### src/rtl/regfile_param_pkg.sv
// Shared defaults and constants for the parametrised register file.
package regfile_param_pkg;

    localparam int DEF_WIDTH  = 32;
    localparam int DEF_DEPTH  = 32;
    localparam int DEF_ADDR_W = 5;

    // Entry that reads as constant zero when ZERO_REG is enabled.
    localparam int ZERO_ADDR  = 0;

    // Legal geometry: DEPTH is a power of two at least 2, addressed by exactly ADDR_W bits.
    function automatic bit geometry_ok(input int depth, input int addr_w);
        return (depth >= 2) && (depth == (1 << addr_w));
    endfunction

endpackage

### src/rtl/regfile_param_register_rst.sv
// WIDTH-bit D register with load enable and asynchronous active-high clear.
module register_rst #(
    parameter int WIDTH = 32
) (
    input  logic             clk,
    input  logic             reset,
    input  logic             wrenable,
    input  logic [WIDTH-1:0] d,
    output logic [WIDTH-1:0] q
);

    // Load on enable, clear immediately on reset.
    always_ff @(posedge clk or posedge reset) begin
        if (reset) begin
            q <= '0;
        end else if (wrenable) begin
            q <= d;
        end
    end

endmodule

### src/rtl/regfile_param.sv
// Register file: DEPTH x WIDTH storage, one write port, two read ports,
// optional hardwired-zero entry 0, optional write-to-read bypass, optional output registers.
module regfile_param
    import regfile_param_pkg::*;
#(
    parameter int WIDTH    = DEF_WIDTH,
    parameter int DEPTH    = DEF_DEPTH,
    parameter int ADDR_W   = DEF_ADDR_W,
    parameter int ZERO_REG = 1,
    parameter int BYPASS   = 1,
    parameter int READ_REG = 0
) (
    input  logic              clk,
    input  logic              reset,
    input  logic              wrenable,
    input  logic [ADDR_W-1:0] writeaddr,
    input  logic [WIDTH-1:0]  writedata,
    input  logic [ADDR_W-1:0] readaddr1,
    input  logic [ADDR_W-1:0] readaddr2,
    output logic [WIDTH-1:0]  readdata1,
    output logic [WIDTH-1:0]  readdata2
);

    localparam logic [ADDR_W-1:0] ZADDR   = ADDR_W'(ZERO_ADDR);
    localparam bit                GEOM_OK = geometry_ok(DEPTH, ADDR_W);

    logic [DEPTH-1:0] w_wr_onehot;
    logic [WIDTH-1:0] w_entry [DEPTH];
    logic [WIDTH-1:0] w_rd1;
    logic [WIDTH-1:0] w_rd2;
    logic             w_zero_wr;

    assign w_zero_wr = (ZERO_REG != 0) && (writeaddr == ZADDR);

    // One-hot write select; writes to the hardwired-zero entry are dropped here.
    always_comb begin
        w_wr_onehot = '0;
        if (GEOM_OK && wrenable && !w_zero_wr) begin
            w_wr_onehot[writeaddr] = 1'b1;
        end
    end

    for (genvar g = 0; g < DEPTH; g++) begin : g_entry
        register_rst #(.WIDTH(WIDTH)) u_entry (
            .clk      (clk),
            .reset    (reset),
            .wrenable (w_wr_onehot[g]),
            .d        (writedata),
            .q        (w_entry[g])
        );
    end

    // Port 1 value: array mux, then bypass, then zero-entry and reset overrides.
    always_comb begin
        w_rd1 = w_entry[readaddr1];
        if ((BYPASS != 0) && wrenable && (readaddr1 == writeaddr)) begin
            w_rd1 = writedata;
        end
        if ((ZERO_REG != 0) && (readaddr1 == ZADDR)) begin
            w_rd1 = '0;
        end
        if (reset) begin
            w_rd1 = '0;
        end
    end

    // Port 2 value: same selection as port 1.
    always_comb begin
        w_rd2 = w_entry[readaddr2];
        if ((BYPASS != 0) && wrenable && (readaddr2 == writeaddr)) begin
            w_rd2 = writedata;
        end
        if ((ZERO_REG != 0) && (readaddr2 == ZADDR)) begin
            w_rd2 = '0;
        end
        if (reset) begin
            w_rd2 = '0;
        end
    end

    if (READ_REG != 0) begin : g_read_reg
        register_rst #(.WIDTH(WIDTH)) u_rd1 (
            .clk      (clk),
            .reset    (reset),
            .wrenable (1'b1),
            .d        (w_rd1),
            .q        (readdata1)
        );
        register_rst #(.WIDTH(WIDTH)) u_rd2 (
            .clk      (clk),
            .reset    (reset),
            .wrenable (1'b1),
            .d        (w_rd2),
            .q        (readdata2)
        );
    end else begin : g_read_comb
        assign readdata1 = w_rd1;
        assign readdata2 = w_rd2;
    end

endmodule

### config.mk
export PLATFORM = sky130hd
export DESIGN_NAME = regfile_param
export DESIGN_NICKNAME = d
export VERILOG_FILES = /design/src/rtl/regfile_param_pkg.sv /design/src/rtl/regfile_param_register_rst.sv /design/src/rtl/regfile_param.sv
export SDC_FILE = /design/constraint.sdc
export NUM_CORES = 2
export LEC_CHECK = 0
export ABC_AREA = 1
export CELL_PAD_IN_SITES_DETAIL_PLACEMENT = 1
export CELL_PAD_IN_SITES_GLOBAL_PLACEMENT = 2
export CORE_UTILIZATION = 39
export DETAILED_ROUTE_END_ITERATION = 6
export PLACE_DENSITY_LB_ADDON = 0.1
export SYNTH_ARGS = -nofsm -noshare
export SYNTH_HDL_FRONTEND = slang
export SYNTH_HIERARCHICAL = 1
export SYNTH_SLANG_ARGS = --single-unit
### constraint.sdc
create_clock -name clk -period 5.1 [get_ports clk]
set_input_delay 1.02 -clock clk [delete_from_list [all_inputs] [get_ports clk]]
set_output_delay 1.02 -clock clk [all_outputs]
set_load 0.005 [all_outputs]
-- Word level (Yosys, flattened, before mapping)
Index checks and enable logic that the tools add are counted.
- word-level logic and storage cells: 63
- bits in registers: 1024
- input bits: 50
- output and inout bits: 64
- muxes and demuxes: 15
- magnitude comparators: 4
- eq/ne operators: 2
- reduce and logical (&&, ||, !) cells: 8
- bitwise gates (word level): 2
- operators with widths (cell ; number):
    $mux W32 ; 11
    $bmux W32 S5 ; 2
    $logic_not A5 Y1 ; 3
    $ge A6 B6 Y1 const B ; 2
    $not A5 Y6 ; 2
    $eq A5 B5 Y1 ; 2
    $lt A5 B6 Y1 const B ; 1
    $demux W1 S5 ; 1
    $ge A5 B1 Y1 const B ; 1
    $logic_and A1 B1 Y1 ; 4
    $logic_not A1 Y1 ; 1
    $mux W1 ; 1

-- Longest topological paths before layout
- depth in word-level cells: 7
- gate-level depth with buffers: 13
- mapped depth without buffers: 10

-- Modules after synthesis
Netlist, hierarchy kept.
- modules (own cells, without submodules) (module ; area each (um^2) ; instances ; cells each):
    register_rst ; 1296.2 ; 32 ; 137
    regfile_param ; 25136.6 ; 1 ; 5832

-- Least setup slack after synthesis
Ideal clock, no wire load.
- path type: input port to output port
- start: in readaddr2[0]
- end: out readdata2[19]
- path buffers: 4
- arrival time: 2.093 ns
- stages on the path: 11
- slack: 1.987 ns
- path through: buf_2 -> buf_6 -> buf_6 -> buf_4 -> nand2_1 -> o211ai_1 -> nand3_1 -> nand3_1 -> nand3_1 -> nand2_1 -> a21oi_1
- longest elaborated chain between the ends: 7
- elaborated cells on any way between the ends: 10
- RTL lines (element ; RTL line ; source):
    start, declared ; regfile_param.sv:19 ; input logic [ADDR_W-1:0] readaddr2,
    $not A5 Y6 (implied by the code) ; regfile_param.sv:69 ; w_rd2 = w_entry[readaddr2];
    $bmux W32 S5 ; regfile_param.sv:69 ;
    $mux W32 (implied by the code) (2 in series) ; regfile_param.sv:69 ;
    $mux W32 ; regfile_param.sv:70 ; if ((BYPASS != 0) && wrenable && (readaddr2 == writeaddr)) begin
    $mux W32 * ; regfile_param.sv:73 ; if ((ZERO_REG != 0) && (readaddr2 == ZADDR)) begin
    $mux W32 * ; regfile_param.sv:76 ; if (reset) begin
    end, declared ; regfile_param.sv:21 ; output logic [WIDTH-1:0] readdata2
Every way passes the cells marked *; elsewhere a longest branch is shown, timed or not. The select of a mux whose other input is x is not followed.

-- Final worst setup path
- start: in readaddr1[1]
- end: out readdata1[10]
- longest elaborated chain between the ends: 7
- elaborated cells on any way between the ends: 10
- RTL lines (element ; RTL line ; source):
    start, declared ; regfile_param.sv:18 ; input logic [ADDR_W-1:0] readaddr1,
    $not A5 Y6 (implied by the code) ; regfile_param.sv:55 ; w_rd1 = w_entry[readaddr1];
    $bmux W32 S5 ; regfile_param.sv:55 ;
    $mux W32 (implied by the code) (2 in series) ; regfile_param.sv:55 ;
    $mux W32 ; regfile_param.sv:56 ; if ((BYPASS != 0) && wrenable && (readaddr1 == writeaddr)) begin
    $mux W32 * ; regfile_param.sv:59 ; if ((ZERO_REG != 0) && (readaddr1 == ZADDR)) begin
    $mux W32 * ; regfile_param.sv:62 ; if (reset) begin
    end, declared ; regfile_param.sv:20 ; output logic [WIDTH-1:0] readdata1,
Marks and branches as above.

==> summary.md <==
| Metric | Value |
|---|---|
| Pwr Density | 371 nW/um^2 |
| Largest net degree at the start of global routing | between 100 and 150 |
| Hold Path Stages | 2 |
| Crit Reg-Reg Startpoint | g_entry[20].u_entry/q[10]$_DFFE_PP0P_ |
| Core footprint | between 150000 and 200000 sq um |
| Initial Utilization | 0.393 |
| Min-Delay Path Class | flop to flop |
| Yosys top cell by area | dfrtp_1 |
| Layout net count | between 10000 and 15000 |
| IO Pins | about 110 |
| Crit Path Max Fanout | 33 |
| Area delta synth->final | 9.75% |
| CTS Hold Buffers Added | 0 |
| Total gr overflow | 0 |
| Hold Path Origin | g_entry[18].u_entry/q[16]$_DFFE_PP0P_ |
| Sequential area share after synthesis | 0.385 |
| Yosys cell types | 30 |
| Syn Area/Cell | roughly 6.5 sq um |
| Syn Inst Count | slightly above 10000 |
| Final Setup Violations | 0 |
| Synth top area share | 0.385 |
| R2R setup slack | between 4000 and 5000 ps |
| Max-slew violations | 0 |
| Place WS | around 140 ps |
| Row count | roughly 150 |
| Chip width | roughly 420 microns |
| H-tree depth | 4 |
| CTS Buffer Depth | 3 |
| Reg power frac | 0.389 |
| Largest registers | g_entry.u_entry/q: 1024 flops |
| RePlAce Congestion | ~0.94 |
| Main synth FF type | dfrtp_1 |
| Minimum clock period | around 5000 ps |
| CTS tree | built |
| Post-synth ARST share | 1.00 |
| MaxCap Viol Count | 0 |
| Post-Syn Nets | between 10000 and 15000 |
| Number of buffers created by CTS | ~140 |
| Vias | ~70000 |
| Buffer count from post-CTS setup fixing | 0 |
| Worst setup margin | between 90 and 100 ps |
| Required time of the critical path | 4080 ps |
| Crit. End Element | output port |
| Tot GR Track Use | 0.400 |
| Post-Route WL | 349000 microns |
| Global-route wire length before repair | 502000 microns |
| Combinational Power Share | 0.245 |
| DR pass1 iterations | 5 |
| FILL cells | 22100 |
| R2R depth | 2 |
| Share of cells above drive strength 1 | 0.0950 |
| Clock share of power | 0.367 |
| Die area | ~170000 sq um |
| Hpwl dp | 224000 microns |
| Reg with most FFs | g_entry.u_entry/q |
| Relative slew slack | 0.184 |
| Sw power | 9590 uW |
| Setup crit start kind | input pin |
| Antenna violations before repair | 22 |
| F_max | ~200 MHz |
| Clock sinks | between 1000 and 1500 |
| Unrepaired setup endpoints after global routing | false |
| Antenna-violating nets left | 0 |
| Most numerous cell in the Yosys netlist | nand2_1 |
| Reg-to-Reg End | g_entry[20].u_entry/q[10]$_DFFE_PP0P_ |
| Flops & latches, synth | 1024 |
| CTS root buf | clkbuf_16 |
| Slew @ Worst Pin | around 1200 ps |
| Fin Clk Skew | 0 ps |
| Clock-pin slew on the worst setup and hold paths | 50 ps |
| Hold Fails Final Rpt | 0 |
| PortBufs | about 110 |
| Final period utilization | 0.981 |
| Number of flops mapped to enable cells by yosys | 0 |
| Maximum VDD drop | approximately 0.00035 V |
| # DRC | 0 |
| Number of global-route vias before repair | ~70000 |
| Run status | completed |
| Critical setup path kind | input pin to output port |
| LEAKAGE | between 0.04 and 0.05 uW |
| Resize count post-CTS | 0 |
| Sw frac | 0.353 |
| Avg WL per Cell | between 20 and 30 microns |
| Vias per cell | 5.59 |
| Most frequent cells after synthesis | 5150 x nand2_1, 1602 x nand3_1, 1024 x dfrtp_1, 1021 x inv_1, 320 x nand2_2 |
| Worst endpoint data arrival time | 3990 ps |
| Yosys warning count | 6 |
| Setup TNS | 0 ps |
| Worst-skew pair later-pin latency | ~800 ps |
| Top cells by area, synth | dfrtp_1 38%, nand2_1 29%, nand3_1 12% |
| P_int | around 18000 uW |
| Max reg flops | slightly above 1000 |
| Min-Delay Endpoint | g_entry[18].u_entry/q[16]$_DFFE_PP0P_ |
| Die Ht | between 400 and 500 microns |
| Cell Area, Synth | roughly 67000 sq um |
| Initial DRC Count | ~6900 |
## cell type report
| type | count | area [sq um] | area share |
|---|---|---|---|
| antenna | 11 | 27.5 | 0.000377 |
| clock buffer | 207 | 4030 | 0.0551 |
| timing repair buffer | 428 | 4330 | 0.0593 |
| multi-input combinational | 7445 | 31600 | 0.432 |
| inverter | 1065 | 4300 | 0.0588 |
| tap | 2218 | 2780 | 0.0380 |
| sequential | 1024 | 25600 | 0.350 |
| clock inverter | 33 | 449 | 0.00614 |
## power by group through the flow
stage	logic (uW)	registers [uW]	clock network, uW
6_report	6640	10500	9950
5_1_grt	7380	10700	10300
4_1_cts	6550	10500	10100
3_5_place_dp	6510	10600	0
3_3_place_gp	6310	10600	0
2_1_floorplan	4230	10400	0
## cell usage in the layout, fill, tap and decap left out, types with 4 or more instances in the layout
cell / instances
nand3_1: 1602
o22ai_1: 6
clkdlybuf4s50_1: 70
a21oi_1: 52
o211ai_1: 89
clkinv_2: 15
nor4_2: 7
or2_2: 5
o21ai_1: 28
buf_4: 235
nor2_1: 80
diode_2: 11
clkbuf_16: 140
nand2_2: 320
inv_8: 34
inv_6: 8
dfrtp_1: 1024
clkbuf_1: 40
nor3_1: 14
o21ai_0: 56
buf_2: 37
buf_12: 80
nand4_1: 7
buf_8: 4
clkinv_8: 4
clkinv_1: 10
clkbuf_8: 27
bufinv_16: 9
inv_1: 1003
nand2_1: 5150
nor2_4: 22
inv_2: 11
## stage by stage
stage | hold WS (ps) | cell area, sq um | utilization | cells | power (uW)
finish | 465 | 73100 | 0.431 | 12400 | 27100
global route | 480 | 73100 | 0.431 | 12400 | 28400
floorplan | 442 | 66600 | - | 10200 | 14600
global placement | 453 | 68600 | 0.405 | 12200 | 16900
detailed placement | 458 | 68600 | 0.405 | 12200 | 17100
CTS | 471 | 73100 | 0.431 | 12400 | 27100
## layer usage
layer,up-vias,GRT usage,share of wire
li1,30900,-,-
met1,34900,0.510,0.41
met5,-,0,0.00020
met2,2865,0.625,0.44
met3,812,0.0678,0.074
met4,10,0.262,0.075
## cell families (layout without fill, tap and decap cells)
family | Yosys count | in the layout | synth area share
compound gates | 232 | 232 | 0.0209
simple gates | 7212 | 7212 | 0.450
flops | 1024 | 1024 | 0.385
buf+inv | 1747 | 1733 | 0.145
other cells | 1 | 12 | 0.0000563
## how the worst max path moves through the flow
stage | from | to | slack, ps | cells after the start
after floorplan | readaddr2[0] | readdata2[19] | 1990 | 11
after global placement | readaddr1[1] | readdata1[29] | 150 | 12
after detailed placement | readaddr1[1] | readdata1[29] | 140 | 12
after CTS | readaddr1[1] | readdata1[29] | 130 | 12
after global routing | readaddr1[1] | readdata1[29] | 100 | 12
final | readaddr1[1] | readdata1[10] | 90 | 12
## critical path, stage by stage
cell             delay, ps
buf_8                  130
inv_8                  310
buf_12                 270
nand3_1                100
nand2_1                 70
nand2_1                 50
nand3_1                250
nand3_1                600
nand3_1                480
nand2_1                100
inv_1                   90
clkdlybuf4s50_1        500
No activity file was read; power rests on OpenSTA's default activity.
